--- src/rtl/commit_buffer_if.sv ---
// Dispatch/completion/commit bus between the pipeline and the in-order commit buffer.
// The master modport is the pipeline side; the slave modport is the buffer.
interface commit_buffer_if #(
    parameter int unsigned DEPTH = 8,
    parameter int unsigned TAG_W = $clog2(DEPTH)
);
    logic             alloc_valid_i;
    logic [4:0]       alloc_rd_i;
    logic             alloc_wb_i;
    logic             alloc_ready_o;
    logic [TAG_W-1:0] alloc_tag_o;
    logic             cmpl_valid_i;
    logic [TAG_W-1:0] cmpl_tag_i;
    logic [31:0]      cmpl_data_i;
    logic             flush_i;
    logic             wr_en_o;
    logic [4:0]       wr_addr_o;
    logic [31:0]      wr_data_o;
    logic [TAG_W:0]   count_o;
    logic             empty_o;

    modport master (
        output alloc_valid_i, alloc_rd_i, alloc_wb_i,
        output cmpl_valid_i, cmpl_tag_i, cmpl_data_i, flush_i,
        input  alloc_ready_o, alloc_tag_o,
        input  wr_en_o, wr_addr_o, wr_data_o, count_o, empty_o
    );

    modport slave (
        input  alloc_valid_i, alloc_rd_i, alloc_wb_i,
        input  cmpl_valid_i, cmpl_tag_i, cmpl_data_i, flush_i,
        output alloc_ready_o, alloc_tag_o,
        output wr_en_o, wr_addr_o, wr_data_o, count_o, empty_o
    );
endinterface

--- src/rtl/commit_buffer.sv ---
// In-order commit buffer: entries are allocated in program order, completed out of order,
// and retired to the register file one per cycle from the head.
module commit_buffer #(
    parameter int unsigned DEPTH = 8,
    parameter int unsigned TAG_W = $clog2(DEPTH)
) (
    input logic clk_i,
    input logic rst_i,
    commit_buffer_if.slave bus
);
    localparam int unsigned PtrW = TAG_W + 1;

    logic [PtrW-1:0]  head_q, tail_q;
    logic [TAG_W-1:0] head_idx, tail_idx;
    logic [DEPTH-1:0] valid_q, done_q, wb_q;
    logic [4:0]       rd_q   [DEPTH];
    logic [31:0]      data_q [DEPTH];

    logic             wr_en_q;
    logic [4:0]       wr_addr_q;
    logic [31:0]      wr_data_q;

    logic full;
    logic alloc_fire, cmpl_fire, commit_fire;

    always_comb begin
        head_idx = head_q[TAG_W-1:0];
        tail_idx = tail_q[TAG_W-1:0];
        // Extra pointer bit disambiguates full from empty when the indices match.
        full     = (head_idx == tail_idx) && (head_q[TAG_W] != tail_q[TAG_W]);

        // Slot availability comes from pre-edge state, so a same-cycle commit never frees it.
        alloc_fire  = bus.alloc_valid_i && !full && !bus.flush_i;
        cmpl_fire   = bus.cmpl_valid_i && valid_q[bus.cmpl_tag_i] && !bus.flush_i;
        commit_fire = valid_q[head_idx] && done_q[head_idx];

        bus.alloc_ready_o = !full;
        bus.alloc_tag_o   = tail_idx;
        bus.count_o       = tail_q - head_q;
        bus.empty_o       = (tail_q == head_q);
        bus.wr_en_o       = wr_en_q;
        bus.wr_addr_o     = wr_addr_q;
        bus.wr_data_o     = wr_data_q;
    end

    always_ff @(posedge clk_i or posedge rst_i) begin
        if (rst_i) begin
            valid_q   <= '0;
            done_q    <= '0;
            head_q    <= '0;
            tail_q    <= '0;
            wr_en_q   <= 1'b0;
            wr_addr_q <= '0;
            wr_data_q <= '0;
        end else if (bus.flush_i) begin
            valid_q <= '0;
            done_q  <= '0;
            head_q  <= '0;
            tail_q  <= '0;
            wr_en_q <= 1'b0;
        end else begin
            if (alloc_fire) begin
                valid_q[tail_idx] <= 1'b1;
                done_q[tail_idx]  <= 1'b0;
                tail_q            <= tail_q + PtrW'(1);
            end
            if (cmpl_fire) begin
                done_q[bus.cmpl_tag_i] <= 1'b1;
            end
            // Commit is last so retiring the head wins over a repeat completion to it.
            if (commit_fire) begin
                valid_q[head_idx] <= 1'b0;
                done_q[head_idx]  <= 1'b0;
                head_q            <= head_q + PtrW'(1);
                wr_en_q           <= wb_q[head_idx] && (rd_q[head_idx] != 5'd0);
                wr_addr_q         <= rd_q[head_idx];
                wr_data_q         <= data_q[head_idx];
            end else begin
                wr_en_q <= 1'b0;
            end
        end
    end

    // Payload needs no reset: it is only read while the matching valid bit is set.
    always_ff @(posedge clk_i) begin
        if (alloc_fire) begin
            rd_q[tail_idx] <= bus.alloc_rd_i;
            wb_q[tail_idx] <= bus.alloc_wb_i;
        end
        if (cmpl_fire) begin
            data_q[bus.cmpl_tag_i] <= bus.cmpl_data_i;
        end
    end
endmodule

--- src/flat_wrapper.sv ---
// flat-port wrapper written by rule: the top's interface ports become plain ports
module commit_buffer_flat 
#(
    parameter int unsigned DEPTH = 8,
    parameter int unsigned TAG_W = $clog2(DEPTH)
)
  (clk_i, rst_i, bus_alloc_valid_i, bus_alloc_rd_i, bus_alloc_wb_i, bus_cmpl_valid_i, bus_cmpl_tag_i, bus_cmpl_data_i, bus_flush_i, bus_alloc_ready_o, bus_alloc_tag_o, bus_wr_en_o, bus_wr_addr_o, bus_wr_data_o, bus_count_o, bus_empty_o);
  commit_buffer_if #(.DEPTH(DEPTH), .TAG_W(TAG_W)) bus_i ();
  input logic clk_i;
  input logic rst_i;
  input wire logic [$bits(bus_i.alloc_valid_i)-1:0] bus_alloc_valid_i;
  input wire logic [$bits(bus_i.alloc_rd_i)-1:0] bus_alloc_rd_i;
  input wire logic [$bits(bus_i.alloc_wb_i)-1:0] bus_alloc_wb_i;
  input wire logic [$bits(bus_i.cmpl_valid_i)-1:0] bus_cmpl_valid_i;
  input wire logic [$bits(bus_i.cmpl_tag_i)-1:0] bus_cmpl_tag_i;
  input wire logic [$bits(bus_i.cmpl_data_i)-1:0] bus_cmpl_data_i;
  input wire logic [$bits(bus_i.flush_i)-1:0] bus_flush_i;
  output wire logic [$bits(bus_i.alloc_ready_o)-1:0] bus_alloc_ready_o;
  output wire logic [$bits(bus_i.alloc_tag_o)-1:0] bus_alloc_tag_o;
  output wire logic [$bits(bus_i.wr_en_o)-1:0] bus_wr_en_o;
  output wire logic [$bits(bus_i.wr_addr_o)-1:0] bus_wr_addr_o;
  output wire logic [$bits(bus_i.wr_data_o)-1:0] bus_wr_data_o;
  output wire logic [$bits(bus_i.count_o)-1:0] bus_count_o;
  output wire logic [$bits(bus_i.empty_o)-1:0] bus_empty_o;
  assign bus_i.alloc_valid_i = bus_alloc_valid_i;
  assign bus_i.alloc_rd_i = bus_alloc_rd_i;
  assign bus_i.alloc_wb_i = bus_alloc_wb_i;
  assign bus_i.cmpl_valid_i = bus_cmpl_valid_i;
  assign bus_i.cmpl_tag_i = bus_cmpl_tag_i;
  assign bus_i.cmpl_data_i = bus_cmpl_data_i;
  assign bus_i.flush_i = bus_flush_i;
  assign bus_alloc_ready_o = bus_i.alloc_ready_o;
  assign bus_alloc_tag_o = bus_i.alloc_tag_o;
  assign bus_wr_en_o = bus_i.wr_en_o;
  assign bus_wr_addr_o = bus_i.wr_addr_o;
  assign bus_wr_data_o = bus_i.wr_data_o;
  assign bus_count_o = bus_i.count_o;
  assign bus_empty_o = bus_i.empty_o;
  commit_buffer #(.DEPTH(DEPTH), .TAG_W(TAG_W)) u_core (.clk_i(clk_i), .rst_i(rst_i), .bus(bus_i));
endmodule
--- config.mk ---
export PLATFORM = sky130hd
export DESIGN_NAME = commit_buffer_flat
export DESIGN_NICKNAME = d
export VERILOG_FILES = /design/src/rtl/commit_buffer_if.sv /design/src/rtl/commit_buffer.sv /design/src/flat_wrapper.sv
export SDC_FILE = /design/constraint.sdc
export NUM_CORES = 1
export LEC_CHECK = 0
export ABC_CLOCK_PERIOD_IN_PS = 2650
export BUFFER_PORTS_ARGS = -buffer_cell sky130_fd_sc_hd__buf_4
export CORE_MARGIN = 3
export CORE_UTILIZATION = 45
export CTS_CLUSTER_SIZE = 25
export DETAILED_ROUTE_END_ITERATION = 12
export GPL_ROUTABILITY_DRIVEN = 0
export GPL_TIMING_DRIVEN = 0
export PLACE_DENSITY_LB_ADDON = 0.25
export SKIP_CTS_REPAIR_TIMING = 1
export SLEW_MARGIN = 10
export SYNTH_ARGS = -nofsm -noshare
export SYNTH_HDL_FRONTEND = slang
export SYNTH_SLANG_ARGS = --single-unit
--- constraint.sdc ---
create_clock -name clk_i -period 2.65 [get_ports clk_i]
set_input_delay 0.1325 -clock clk_i [delete_from_list [all_inputs] [get_ports clk_i]]
set_output_delay 0.1325 -clock clk_i [all_outputs]
set_load 0.01 [all_outputs]
## Word level (Yosys, flattened, before mapping)

Memory sizes are Yosys's and may differ from the RTL's. A register that Yosys moved wholly into a read port is not among the register bits.
Index checks and enable logic that the tools add are counted.

| storage, ports and cells | value |
|---|---|
| register bits after elaboration | 38 |
| bits in writable memories | 296 |
| input port bits | 46 |
| output and inout bits | 47 |
| word-level logic and storage cells | 80 |
| memories kept | 2 |

Memories:

| name | depth | bits a word | read ports | clocked after Yosys merged registers in | wr ports | RTL line | source |
|---|---|---|---|---|---|---|---|
| u_core.data_q | 8 | 32 | 1 | 1 | 1 | commit_buffer.sv:17 | `logic [31:0] data_q [DEPTH];` |
| u_core.rd_q | 8 | 5 | 1 | 0 | 1 | commit_buffer.sv:16 | `logic [4:0] rd_q [DEPTH];` |

| cells by class | value |
|---|---|
| add/subtract/negate cells | 3 |
| $lt $le $gt $ge | 6 |
| equality and inequality tests | 3 |
| multiplexer cells | 35 |
| bitwise gates (word level) | 8 |
| reductions and logical operators | 16 |

Operators with widths:

| cell | count |
|---|---|
| $mux 8 | 10 |
| $and 8x8->8 | 3 |
| $mux 4 | 4 |
| $not 8->8 | 2 |
| $or 8x8->8 | 2 |
| $mux 1 | 13 |
| $bmux 1 s3 | 4 |
| $lt 3x4->1 const B | 3 |
| $logic_and 1x1->1 | 10 |
| $demux 1 s3 | 3 |
| $ge 3x1->1 const B | 3 |
| $add 4x1->4 const B | 2 |
| $bwmux 8 | 1 |
| $reduce_bool 5->1 | 1 |
| $eq 4x4->1 | 1 |
| $reduce_bool 2->1 | 2 |
| $sub 4x4->4 | 1 |
| $eq 3x3->1 | 1 |
| $logic_not 1->1 | 2 |
| $reduce_and 2->1 | 1 |
| $ne 1x1->1 | 1 |
| $not 1->1 | 1 |

## Longest topological paths before layout

Gate-level depths: netlist of the first run.

| logic depth | value |
|---|---|
| word-level depth | 14 |
| mapped depth | 12 |
| mapped depth without buffers | 8 |

## Least setup slack after synthesis of the first run

No wires, ideal clock.

| timing | value |
|---|---|
| path kind | input to register |
| start | in bus_flush_i |
| end | mem u_core.data_q[0][0] (enable) |
| library setup time | 0.422 ns |
| arrival | 2.230 ns |
| data required time | 2.228 ns |
| setup slack | -0.002 ns |
| stages | 3 |
| buffers on the path | 1 |
| cells stage by stage | clkbuf_1 > or3b_2 > nor2_1 |

| between the ends | value |
|---|---|
| word-level cells in the longest chain between the ends | 4 |

RTL lines:

| element | RTL line | source |
|---|---|---|
| start: declaration | flat_wrapper.sv:17 | `input wire logic [$bits(bus_i.flush_i)-1:0] bus_flush_i;` |
| $logic_not 1->1 | commit_buffer.sv:34 | `cmpl_fire = bus.cmpl_valid_i && valid_q[bus.cmpl_tag_i] && !bus.flush_i;` |
| $logic_and 1x1->1 | commit_buffer.sv:34 |  |
| $mux 1 | commit_buffer.sv:90 | `if (cmpl_fire) begin` |
| $mux 1 (not written as such) | commit_buffer.sv:91 | `data_q[bus.cmpl_tag_i] <= bus.cmpl_data_i;` |
| end: declaration | commit_buffer.sv:17 |  |

No other way between the ends.

## Final worst setup path of the first run

| timing | value |
|---|---|
| start | reg u_core.head_q[0] |
| end | reg u_core.wr_data_q[13] (netlist: u_core.bus.wr_data_o[13]) (read register of u_core.data_q) |

| between the ends | value |
|---|---|
| word-level cells in the longest chain between the ends | 4 |
| elaborated cells on any way between the ends | 6 |
| those cells by class | 4 x mux; 2 x reduce/logical |

RTL lines:

| element | RTL line | source |
|---|---|---|
| start: declaration | commit_buffer.sv:13 | `logic [PtrW-1:0] head_q, tail_q;` |
| start signal: assignment | commit_buffer.sv:74 | `head_q <= head_q + PtrW'(1);` |
| $bmux 1 s3 | commit_buffer.sv:35 | `commit_fire = valid_q[head_idx] && done_q[head_idx];` |
| $mux 1 (not written as such) | commit_buffer.sv:35 |  |
| $logic_and 1x1->1 | commit_buffer.sv:35 |  |
| $reduce_and 2->1 (no source line) | n/a |  |
| end: declaration | commit_buffer.sv:21 | `logic [31:0] wr_data_q;` |

Several ways; a longest one is shown, not always the timed one. The select of a mux whose other input is x is not followed.
A chain may end at the register's enable or synchronous reset.

==> out/qor_table.md, run 1 <==
| Item | Reported |
|---|---|
| Clk slew on worst S/H paths | 0.06 ns |
| Count of nets after finishing | 1,059 |
| Placeable core region | 30,700 sq um |
| Cell depth of the worst min-delay path | 4 |
| Final min period | 2.54 ns |
| Die Area | 33,500 sq um |
| Net Switching | 2390 uW |
| Count of buffers inserted at the top-level ports | 92 |
| Worst IR Drop VDD | 0.569 mV |
| Type of origin of the critical path | flop |
| Worst setup path startpoint | u_core.head_q[0] |
| Relative slew slack | 43.5% |
| Clk sinks | 366 |
| Relative contribution of sequential cells to total power | 51.4% |
| 1st-pass router iterations | 5 |
| Area occupied by multi-input gates | 3170 sq um |
| Dpl ws | -0.714 ns |
| Post-synthesis async set-or-reset flop share | 16.9% |
| Average instance area after synthesis | 17.4 sq um |
| Starting utilization of the core area | 45.9% |
| Most instantiated flip-flop cell in the synthesis netlist | edfxtp_1 |
| Data arrival time of the worst path | 3.02 ns |
| Peak fanout along the critical path | 10 |
| Register-to-Register Path Depth | 6 |
| Ant. Diodes | 0 |
| Number of vias after detailed routing | 8,196 |
| Filler cell count in the final layout | 2,378 |
| Element type at the critical path end | flop |
| Post-Synthesis Cells | 813 |
| Width of the die | 183 um |
| Final Worst Setup Slack | 0.114 ns |
| Critical Path RT | 3.13 ns |
| First-pass GRT wire length | 50,800 um |
| Cell Pwr Density | 697 nW/um^2 |
| Reg-to-reg critical path startpoint | u_core.head_q[0] |
| Synth Net Count | 865 |
| Cell area after technology mapping | 14,100 sq um |
| Switching fraction of total power | 19.5% |
| CP Class | reg2reg |
| Number of enable flip-flop cells after synthesis | 304 |
| Root Buffer Master | clkbuf_16 |
| Number of max-slew violations in the final report | 0 |
| Worst Max-Slew Pin Slew | 0.847 ns |
| Floorplan die height | 183 um |
| Number of setup violations in the final report | 0 |
| Pin count of the biggest net entering global routing | 42 |
| Achievable Freq | 0.394 GHz |
| Sum of negative setup slack | 0 ns |
| Detailed Route WL | 34,900 um |
| Post-layout utilization of the core | 57.1% |
| DRT iter0 DRCs | 747 |
| Warning count from the yosys run | 0 |
| Clock latency reported for the late side of the worst-skew pair | 0.54 ns |
| CTS tree | done |
| Post-DR vias/cell | 5.72 |
| Worst Clk Skew | 0.0298 ns |
| Wirelength per Cell | 24.3 um |
| Tightest hold margin | 0.0844 ns |
| Post-synthesis sequential area ratio | 75.7% |
| H-tree levels | 2 |
| Via count of the first global-routing pass | 7,966 |
| Max-cap check violation count | 0 |
| CTS Buf Count | 39 |
| HPWL after detailed placement | 21,700 um |
| Remaining design rule violation count | 0 |
| Total area of sequential cells | 10,700 sq um |
| Internal cell power | 9830 uW |
| Number of distinct library cells after synthesis | 61 |
| Lkg Pwr | 0.00626 uW |
| Top library cells by usage in the layout, fill and taps aside | edfxtp_1, buf_4, a22oi_1, dfrtp_1 |
| Period utilization | 95.7% |
| Antenna Violating Nets Remaining | 0 |
| Most common library cell in the layout ignoring fill and taps | edfxtp_1 |
| Final count of hold timing violations | 0 |
| Layout cells sized above 1 | 27.8% |
| Number of rows created at floorplan | 64 |
| Fraction of power consumed by combinational cells | 3.0% |
| Antenna violations before repair | 0 |
| Ports | 93 |
| Run status | complete, no violations |
| Residual overflow from global routing | 0 |
| Unrepaired setup endpoints after global routing | false |
| Overall routing resource usage | 20.5% |
| Type of the tightest min-delay check | in2reg |
| Area Overhead vs Synth | 24.4% |
| Synthesis-stage register bit count | 366 |
| Clock group share of total power | 45.6% |
| Worst hold path startpoint | bus_flush_i |
| Number of buffers on the longest clock path | 3 |
-- kinds of logic (layout without fill, tap and decap cells) --
family | Yosys count | in the layout | synth area share [%]
flops | 366 | 366 | 75.7
compound gates | 181 | 181 | 10.2
simple gates | 122 | 122 | 4.59
fa+ha+maj | 6 | 6 | 0.585
xor+xnor | 8 | 8 | 0.497
mux | 59 | 59 | 5.93
buf+inv | 71 | 296 | 2.52
-- stage by stage --
stage / power, uW / cell area (sq um) / cells
2_1_floorplan: 6520 / 14100 / 813
3_3_place_gp: 6690 / 15300 / 1301
3_5_place_dp: 6710 / 15500 / 1310
4_1_cts: 12200 / 16900 / 1382
5_1_grt: 12600 / 17500 / 1434
6_report: 12200 / 17500 / 1434
-- path summary, 6_finish.rpt --
kind                                       endpoint  slack [ns]
min                               u_core.valid_q[6]        0.08
min in group asynchronous   u_core.bus.wr_data_o[8]        0.13
max                        u_core.bus.wr_data_o[13]        0.11
max in group asynchronous  u_core.bus.wr_data_o[27]        1.93
min reg2reg                u_core.bus.wr_data_o[21]        0.51
max reg2reg                u_core.bus.wr_data_o[13]        0.11
-- area by class of cell --
cell class              count  area share (%)
inverters                  21           0.592
flip-flops and latches    366            60.9
repair buffers            154            8.36
well taps                 396            2.82
multi-input cells         376            18.0
clock buffers              55            6.25
plain buffers              49            1.74
clock inverters            17            1.30
-- synthesized netlist by cell type (4+ instances only) --
cell      number  area [sq um]
nand2_1       20          75.1
xor2_1         4          35.0
inv_1         20          75.1
mux2i_1       12           120
buf_4          6          45.0
and3_1         4          25.0
a211oi_1      12          90.1
mux4_2         6           135
a21oi_1       13          65.1
edfxtp_1     304          9130
o21ai_0        7          35.0
ha_1           5          62.6
a22oi_1       82           616
mux2_4        28           420
clkbuf_1      19          71.3
xnor2_1        4          35.0
a221oi_1      22           193
nand4_1       13          81.3
mux2_2        12           135
dfrtp_1       62          1550
buf_2         20           100
a22o_1        23           201
nand3_1       29           145
nand2b_1       6          37.5
nor2_1        27           101
-- flip-flops by register name, indices dropped and copies added, names as in the netlist --
signal	cells
u_core.bus.wr_addr_o	5
u_core.bus.wr_data_o	32
u_core.bus.wr_en_o	1
u_core.data_q	256
u_core.done_q	8
u_core.head_q	4
u_core.rd_q	40
u_core.tail_q	4
u_core.valid_q	8
u_core.wb_q	8
-- power by group through the flow --
stage | combinational [uW] | sequential [uW] | clock (uW)
global placement | 290 | 6400 | 0
CTS | 308 | 6280 | 5640
detailed placement | 307 | 6400 | 0
floorplan | 113 | 6410 | 0
finish | 371 | 6280 | 5570
global route | 406 | 6280 | 5890
-- layer usage --
metal / up-vias / track usage [%] / part of all wire [%]
li1: 3657 / - / -
met1: 4158 / 29.7 / 43
met2: 324 / 32.8 / 48
met3: 57 / 3.33 / 6.8
met4: 0 / 5.30 / 2.0
met5: - / 0 / 0
-- critical path, cell delays in order, from the launching register on --
cell and delay (ns):
dfrtp_1 0.50, or2b_1 0.34, nor2_1 0.61, clkbuf_2 0.50, a22oi_1 0.16, nand3_1 0.19
mux2_4 0.17
Power figures use the tool's default switching activity.
==> run 2, diff against run 1 <==
--- a/config.mk
+++ b/config.mk
@@ -8,7 +8,7 @@
 export ABC_CLOCK_PERIOD_IN_PS = 2650
 export BUFFER_PORTS_ARGS = -buffer_cell sky130_fd_sc_hd__buf_4
 export CORE_MARGIN = 3
-export CORE_UTILIZATION = 45
+export CORE_UTILIZATION = 54
 export CTS_CLUSTER_SIZE = 25
 export DETAILED_ROUTE_END_ITERATION = 12
 export GPL_ROUTABILITY_DRIVEN = 0
==> run 2 against run 1 <==
Cell area fell by 1.0%. Power shrank 4.4%. Die area is 16% lower. Wire length fell by 0.37%. Largest power group unchanged. Clock power shrank 9.7%. Hold slack better by 0.071 ns.
==> out/qor_table.md, run 2 (synthesis gave the netlist of run 1 again) <==
| Item | Reported |
|---|---|
| Clock latency reported for the late side of the worst-skew pair | 0.53 ns |
| Overall routing resource usage | 24.3% |
| Worst Clk Skew | 0.0272 ns |
| Number of buffers on the longest clock path | 3 |
| Dpl ws | -0.821 ns |
| Critical Path RT | 3.12 ns |
| Starting utilization of the core area | 55.5% |
| Type of origin of the critical path | flop |
| Run status | complete, no violations |
| CTS tree | done |
| Count of nets after finishing | 1,062 |
| Layout cells sized above 1 | 27.5% |
| Period utilization | 97.3% |
| Cell Pwr Density | 673 nW/um^2 |
| Clk slew on worst S/H paths | 0.06 ns |
| Post-layout utilization of the core | 68.3% |
| Number of setup violations in the final report | 0 |
| Die Area | 28,100 sq um |
| Root Buffer Master | clkbuf_16 |
| Wirelength per Cell | 25.4 um |
| Filler cell count in the final layout | 1,676 |
| Area Overhead vs Synth | 23.1% |
| CP Class | reg2reg |
| HPWL after detailed placement | 21,100 um |
| Detailed Route WL | 34,700 um |
| Data arrival time of the worst path | 3.05 ns |
| Peak fanout along the critical path | 10 |
| Worst reg-to-reg setup slack | 0.07 ns |
| H-tree levels | 2 |
| Element type at the critical path end | flop |
| Max-cap check violation count | 0 |
| Final count of hold timing violations | 0 |
| Worst IR Drop VDD | 0.476 mV |
| Floorplan die height | 168 um |
| 1st-pass router iterations | 5 |
| Remaining design rule violation count | 0 |
| Number of rows created at floorplan | 58 |
| Max FFs per register | 256 |
| Largest register by flop count | u_core.data_q |
| Post-DR vias/cell | 6.13 |
| Pin count of the biggest net entering global routing | 39 |
| Antenna Violating Nets Remaining | 0 |
| First-pass GRT wire length | 51,500 um |
| Width of the die | 168 um |
| Final Worst Setup Slack | 0.0715 ns |
| Most common library cell in the layout ignoring fill and taps | edfxtp_1 |
| Antenna violations before repair | 0 |
| Worst Max-Slew Pin Slew | 1.01 ns |
| Ports | 93 |
| Clk sinks | 366 |
| Ant. Diodes | 0 |
| Via count of the first global-routing pass | 8,270 |
| Type of the tightest min-delay check | in2reg |
| Number of vias after detailed routing | 8,403 |
| Number of max-slew violations in the final report | 0 |
| CTS Buf Count | 38 |
| Achievable Freq | 0.388 GHz |
| Tightest hold margin | 0.156 ns |
| Final min period | 2.58 ns |
| Relative slew slack | 32.9% |
| DRT iter0 DRCs | 830 |
| Top library cells by usage in the layout, fill and taps aside | edfxtp_1, buf_4, a22oi_1, dfrtp_1, dlygate4sd3_1 |
| Lkg Pwr | 0.00621 uW |
| Placeable core region | 25,400 sq um |
| Count of buffers inserted at the top-level ports | 92 |
| Residual overflow from global routing | 0 |
==> run 2: cell count changes in the layout (fill, tap and decap cells not counted), sizes merged <==
cell	before	now
clkbuf	75	76
inv	15	17
buf	143	146
bufinv	5	1
==> run 2: layout make-up <==
cell class                      instances  area (sq um)  share of cell area [%]
Clock buffer                           55          1060                    6.13
Sequential cell                       366         10700                    61.5
Inverter                               21           108                   0.620
Clock inverter                         15           116                   0.670
Buffer                                 49           304                    1.75
Timing Repair Buffer                  158          1500                    8.63
Multi-Input combinational cell        376          3170                    18.3
Tap cell                              330           413                    2.38
==> run 2: report_power, final <==
| group | total [uW] | internal [uW] | switching, uW |
|---|---|---|---|
| combinational | 374 | 177 | 197 |
| sequential | 6280 | 6270 | 15.8 |
| clock | 5030 | 2910 | 2130 |
==> run 2: worst paths after layout <==
path                                               start                        to  cells after the start
worst max-delay path                    u_core.head_q[1]  u_core.bus.wr_data_o[12]                      7
worst min-delay path                         bus_flush_i         u_core.valid_q[6]                      4
worst max register to register          u_core.head_q[1]  u_core.bus.wr_data_o[12]                      7
worst min register to register  u_core.bus.wr_data_o[23]  u_core.bus.wr_data_o[23]                      1
max in group asynchronous                          rst_i          u_core.head_q[1]                      4
min in group asynchronous                          rst_i  u_core.bus.wr_data_o[17]                      3
==> run 2: critical path, stage by stage, from the launching register on <==
cell and delay, ns:
dfrtp_2 0.51, buf_4 0.28, and3b_1 0.18, buf_2 0.21, clkbuf_1 0.78, a221oi_1 0.23, nand3_1 0.19, mux2_4 0.16
==> run 2: stage by stage <==
| step | TNS (ns) | area, sq um | total power (uW) | instances |
|---|---|---|---|---|
| floorplan | -0.158 | 14100 | 6520 | 813 |
| global placement | -252.44 | 15200 | 6690 | 1235 |
| detailed placement | -37.90 | 15500 | 6710 | 1244 |
| CTS | -39.97 | 16600 | 11700 | 1314 |
| global route | -0.00460 | 17400 | 12000 | 1370 |
| finish | 0 | 17400 | 11700 | 1370 |
==> run 2: routing by layer <==
metal	vias up	share of wire, %	GRT usage (%)
met4	0	3.2	6.51
li1	3662	-	-
met1	4244	41	35.0
met2	424	47	38.5
met5	-	0	0
met3	73	8.1	5.22
